--- src/rtl/ysyx_22051468_ifu_prefetch.sv ---
// rtl/ysyx_22051468_ifu_prefetch.sv - fetch unit: PC owner, pipelined imem requests, prefetch queue
module ysyx_22051468_ifu_prefetch #(
  parameter int               WIDTH      = 64,
  parameter int               INST_WIDTH = 32,
  parameter int               DEPTH      = 4,
  parameter logic [WIDTH-1:0] RESET_PC   = WIDTH'(64'h8000_0000)
) (
  input  logic                        clk,
  input  logic                        rst_n,
  output logic                        req_valid_o,
  output logic [WIDTH-1:0]            req_addr_o,
  input  logic                        req_ready_i,
  input  logic                        rsp_valid_i,
  input  logic [INST_WIDTH-1:0]       rsp_inst_i,
  input  logic                        redirect_i,
  input  logic [WIDTH-1:0]            redirect_pc_i,
  output logic                        inst_valid_o,
  output logic [INST_WIDTH-1:0]       inst_o,
  output logic [WIDTH-1:0]            inst_addr_o,
  input  logic                        inst_ready_i,
  output logic [$clog2(DEPTH):0]      occupancy_o
);

  localparam int AW = $clog2(DEPTH);
  localparam int CW = AW + 1;

  logic [WIDTH-1:0]      r_pc;
  logic                  r_run;
  logic [CW-1:0]         r_outstanding;
  logic [CW-1:0]         r_discard;
  logic [CW-1:0]         r_occ;

  logic [INST_WIDTH-1:0] r_q_inst [DEPTH];
  logic [WIDTH-1:0]      r_q_addr [DEPTH];
  logic [AW-1:0]         r_q_wptr;
  logic [AW-1:0]         r_q_rptr;

  logic [WIDTH-1:0]      r_af_addr [DEPTH];
  logic [AW-1:0]         r_af_wptr;
  logic [AW-1:0]         r_af_rptr;

  logic [CW:0]           w_credit;
  logic                  w_accept;
  logic                  w_push;
  logic                  w_drop;
  logic                  w_pop;
  logic [CW-1:0]         w_out_next;

  // Discarded requests still hold credit, so occupancy+outstanding never exceeds DEPTH.
  always_comb begin
    w_credit    = {1'b0, r_occ} + {1'b0, r_outstanding};
    req_valid_o = r_run & ~redirect_i & (w_credit < (CW+1)'(DEPTH));
    req_addr_o  = r_pc;
    w_accept    = req_valid_o & req_ready_i;
    w_push      = rsp_valid_i & ~redirect_i & (r_discard == '0);
    w_drop      = rsp_valid_i & ~redirect_i & (r_discard != '0);
    w_pop       = inst_valid_o & inst_ready_i & ~redirect_i;
    w_out_next  = r_outstanding + CW'(w_accept) - CW'(rsp_valid_i);
  end

  assign inst_valid_o = (r_occ != '0);
  assign inst_o       = r_q_inst[r_q_rptr];
  assign inst_addr_o  = r_q_addr[r_q_rptr];
  assign occupancy_o  = r_occ;

  always_ff @(posedge clk or negedge rst_n) begin
    if (!rst_n) begin
      r_pc          <= RESET_PC;
      r_run         <= 1'b0;
      r_outstanding <= '0;
      r_discard     <= '0;
      r_occ         <= '0;
      r_q_wptr      <= '0;
      r_q_rptr      <= '0;
      r_af_wptr     <= '0;
      r_af_rptr     <= '0;
    end else begin
      r_run         <= 1'b1;
      r_outstanding <= w_out_next;
      if (redirect_i) begin
        r_pc      <= {redirect_pc_i[WIDTH-1:2], 2'b00};
        r_discard <= w_out_next;
        r_occ     <= '0;
        r_q_wptr  <= '0;
        r_q_rptr  <= '0;
        r_af_wptr <= '0;
        r_af_rptr <= '0;
      end else begin
        if (w_accept) begin
          r_pc      <= r_pc + WIDTH'(4);
          r_af_wptr <= r_af_wptr + AW'(1);
        end
        if (w_push) begin
          r_q_wptr  <= r_q_wptr + AW'(1);
          r_af_rptr <= r_af_rptr + AW'(1);
        end
        if (w_drop) r_discard <= r_discard - CW'(1);
        if (w_pop) r_q_rptr <= r_q_rptr + AW'(1);
        r_occ <= r_occ + CW'(w_push) - CW'(w_pop);
      end
    end
  end

  always_ff @(posedge clk or negedge rst_n) begin
    if (!rst_n) begin
      for (int i = 0; i < DEPTH; i++) begin
        r_q_inst[i]  <= '0;
        r_q_addr[i]  <= '0;
        r_af_addr[i] <= '0;
      end
    end else begin
      if (w_accept) r_af_addr[r_af_wptr] <= r_pc;
      if (w_push) begin
        r_q_inst[r_q_wptr] <= rsp_inst_i;
        r_q_addr[r_q_wptr] <= r_af_addr[r_af_rptr];
      end
    end
  end

  a_no_overflow: assert property (@(posedge clk) disable iff (!rst_n)
    !(w_push && (r_occ == CW'(DEPTH))));

endmodule

--- config.mk ---
export PLATFORM = sky130hd
export DESIGN_NAME = ysyx_22051468_ifu_prefetch
export DESIGN_NICKNAME = d
export VERILOG_FILES = /design/src/rtl/ysyx_22051468_ifu_prefetch.sv
export SDC_FILE = /design/constraint.sdc
export NUM_CORES = 1
export LEC_CHECK = 0
export BUFFER_PORTS_ARGS = -buffer_cell sky130_fd_sc_hd__buf_2
export CAP_MARGIN = 20
export CORE_MARGIN = 2
export CORE_UTILIZATION = 47
export DETAILED_ROUTE_END_ITERATION = 12
export GPL_ROUTABILITY_DRIVEN = 0
export PLACE_DENSITY = 0.65
export SYNTH_ARGS = -nofsm -noshare
export SYNTH_HDL_FRONTEND = slang
export SYNTH_SLANG_ARGS = --single-unit
--- constraint.sdc ---
create_clock -name clk -period 7.5 [get_ports clk]
set_input_delay 0.75 -clock clk [delete_from_list [all_inputs] [get_ports clk]]
set_output_delay 0.75 -clock clk [all_outputs]
set_load 0.03 [all_outputs]
==> flow_metrics.tcl <==
set metrics [dict create \
    status "finished, final reports clean" \
    cts_buffers 78 \
    synth_cells 2195 \
    final_nets 2503 \
    crit_path_cell_trace "buf_4 > mux4_2 > buf_2" \
    dr.pass1.iters 5 \
    worst_pin_slew_ns 1.14 \
    cp_slowest_cell "dfrtp_4" \
    worstPathMaxFanout 34 \
    synth.distinct_cells 57 \
    grt_pass1_vias 21500 \
    hpwl_mm 50.7 \
    cp.arrival_ns 3.27 \
    dp_cells 3175 \
    setup_ws_ns 3.48 \
    pwr-share-seq_pct 40.6 \
    die-area_um2 70100 \
    stdcell_count 3324 \
    pin_count 267 \
    timing.final.setup_violations 0 \
    cap_violations 0 \
    post_cts_buffers 0 \
    peakVddDrop_uv 195 \
    crit_buf_inv 2 \
    grt_overflow 0 \
    die_h_um 265 \
    p_total_mw 13.0 \
    crit_type "register to output pin" \
    root_buffer "clkbuf_16" \
    synth_edf_count 0 \
    cellLeakagePower_nw 17.4 \
    reg2reg_slack_ns 4.04 \
    max_freq_ghz 0.249 \
    end_kind "output pin" \
    initial_core_util_pct 47.5 \
    drv_slew 0 \
    fin_hold_ws_ns 0.162 \
    htree_levels 3 \
    crit_end "inst_addr_o[20]" \
    r2r-end "r_q_addr[18]" \
    wire_per_inst_um 24.4 \
    cts_tree "built" \
    p_per_area_nw_per_um2 356 \
    final_hold_viol_count 0 \
    tns_ns 0 \
    switching_share_pct 33.1 \
    worstReg2RegStart "r_discard[0]" \
    drc 0 \
    rsz0062_at_grt "no" \
    critical_path.max_stage_delay_ns 0.98 \
    antenna_found_initial 7 \
    syn_area_per_cell_um2 14.5 \
    ys_ff_latch 704 \
    cts_buffer_depth 3 \
    async_reset_ff_share_pct 100 \
    cp-start-kind "register" \
    cp_num_cells 3 \
    cp.required_ns 6.75 \
    grt_pass1_wl_mm 127 \
    path_clk_slew_ns 0.06 \
    vias_per_cell 5.93 \
    p_sw_mw 4.30 \
    clk_latency_ns 0.62 \
    area_growth_pct 14.5 \
    ant_nets 0 \
    grt_max_degree 188 \
    drt_wl_total_mm 81.2 \
    die_w_um 265 \
    clock_skew_ns 0.0372 \
    hold_path_class "input pin to asynchronous set/reset pin" \
    hold_buffers 0 \
    synth_area_um2 31900 \
    clock-sinks 704 \
    internal-power_mw 8.71 \
    fillers 5492 \
    drt_iter0_drc 1386 \
    period_share_pct 53.6 \
    via_count 19700 \
    ys_seq_area_share_pct 55.2 \
    relSlewSlack_pct 23.7 \
    post-route-min-period_ns 4.02 \
    drive_gt1_share_pct 48.4 \
    crit_start "r_q_rptr[0]" \
    yosysWarningCount 0 \
    portBuffers 260 \
    ff2ff_path_depth 7 \
    dominantRegCellSynth "dfrtp_1" \
    pre_cts_slack_ns 3.79 \
    pwr-share-clk_pct 30.1 \
    power_frac_comb_pct 29.4 \
    cp_top_family "flip-flops" \
    rows 95 \
    cts_resized 0 \
    track_usage_pct 23.5 \
    core_um2 67300 \
]
## per-stage QoR
step                instance area (um2)  util [%]
floorplan                         31900         -
global placement                  33900      50.3
detailed placement                33900      50.4
CTS                               36600      54.4
global route                      36600      54.4
finish                            36600      54.4
## cell usage after synthesis (3+ instances only)
library cell	count	area, um2
nand2_1	121	454
and2_1	11	68.8
nand4_1	40	250
o311ai_0	23	201
xnor2_1	8	70.1
a21oi_1	11	55.1
buf_4	6	45.0
or4b_1	4	40.0
or3_1	8	50.1
xor2_1	9	78.8
mux2_2	593	6680
inv_1	22	82.6
a31oi_1	11	68.8
or4_1	11	82.6
nand3_1	54	270
a22oi_1	5	37.5
clkbuf_2	5	25.0
buf_2	54	270
mux4_2	156	3510
buf_1	32	120
mux2i_1	7	70.1
and4_1	3	26.3
clkbuf_1	83	312
o21ai_0	64	320
and3_1	13	81.3
nor2_1	37	139
dfrtp_1	703	17600
nor4b_1	3	26.3
o211ai_1	20	150
nor4_1	12	75.1
a221o_1	6	60.1
nor3b_1	3	22.5
nor3_1	8	40.0
ha_1	17	213
## sequential cells by signal, summed over array words and instances, names as in the netlist
register,cells
r_outstanding,3
r_q_rptr,2
r_af_rptr,2
occupancy_o,3
r_q_wptr,2
r_af_addr,248
r_discard,3
r_af_wptr,2
r_q_addr,248
r_run,1
req_addr_o,62
r_q_inst,128
## logic make-up after synthesis
logic type      Yosys count  synth area share [%]
flops                   704                  55.2
xor+xnor                 17                 0.466
simple gates            343                  5.63
other cells               2                0.0235
mux                     756                  32.1
buf+inv                 203                  2.69
compound gates          151                  3.11
fa+ha+maj                19                 0.791
## cell type report
type                    instances  area (um2)  share of cell area, %
diodes                          4        10.0                 0.0274
well taps                     873        1090                   2.99
flip-flops and latches        704       17600                   48.2
inverters                      23        86.3                  0.236
clock buffers                 118        2340                   6.39
multi-input cells            1291       13500                   37.0
repair buffers                284        1550                   4.24
clock inverters                27         334                  0.913
## cells in the final DEF (no fill, tap or decap), types with 9 or more instances in the layout
master       n
a31oi_1     11
o311ai_0    23
inv_1       22
mux4_2     156
dfrtp_1    699
o211ai_1    20
buf_2      258
mux2_2     593
xor2_1       9
or4_1       11
clkbuf_8    17
nand4_1     40
clkbuf_16   81
clkbuf_1    20
ha_1        17
and3_1      13
nor4_1      12
nand2_1    113
nand3_1     54
and2_1      11
a21oi_1     11
nor2_1      36
buf_4       21
clkinv_2    15
o21ai_0     64
## power by group through the flow
| stage | Clock (mW) | Combinational [mW] | Sequential (mW) |
|---|---|---|---|
| after floorplan | 0 | 2.88 | 5.10 |
| after global placement | 0 | 3.76 | 5.25 |
| after detailed placement | 0 | 3.88 | 5.35 |
| after CTS | 4.00 | 3.89 | 5.28 |
| after global routing | 4.16 | 4.09 | 5.40 |
| final | 3.91 | 3.82 | 5.28 |
## metal layers
layer	global-route usage [%]	part of all wire, %
met1	31.0	42
met2	38.8	49
met3	4.92	5.9
met4	8.17	2.9
met5	0	0.043
## worst reg2reg max path, delay by kind of cell, from the launching register on
kind,cells,cell delay (ns)
adders and majority gates,1,0.19
and+or+nand+nor,3,1.55
buffers and inverters,2,0.77
DFF,1,0.35
muxes,1,0.46
## how the worst min path moves through the flow
stage | to | from | depth (start not counted) | slack, ns
2_1_floorplan | r_af_addr[101] | r_af_addr[101] | 2 | 0.44
3_3_place_gp | r_af_addr[239] | r_af_addr[239] | 2 | 0.46
3_5_place_dp | r_af_addr[104] | r_af_addr[104] | 2 | 0.47
4_1_cts | r_q_inst[79] | rst_n | 1 | 0.20
5_1_grt | r_q_inst[83] | rst_n | 1 | 0.24
6_report | r_q_inst[112] | rst_n | 1 | 0.16
(Power assumes the default switching activity.)
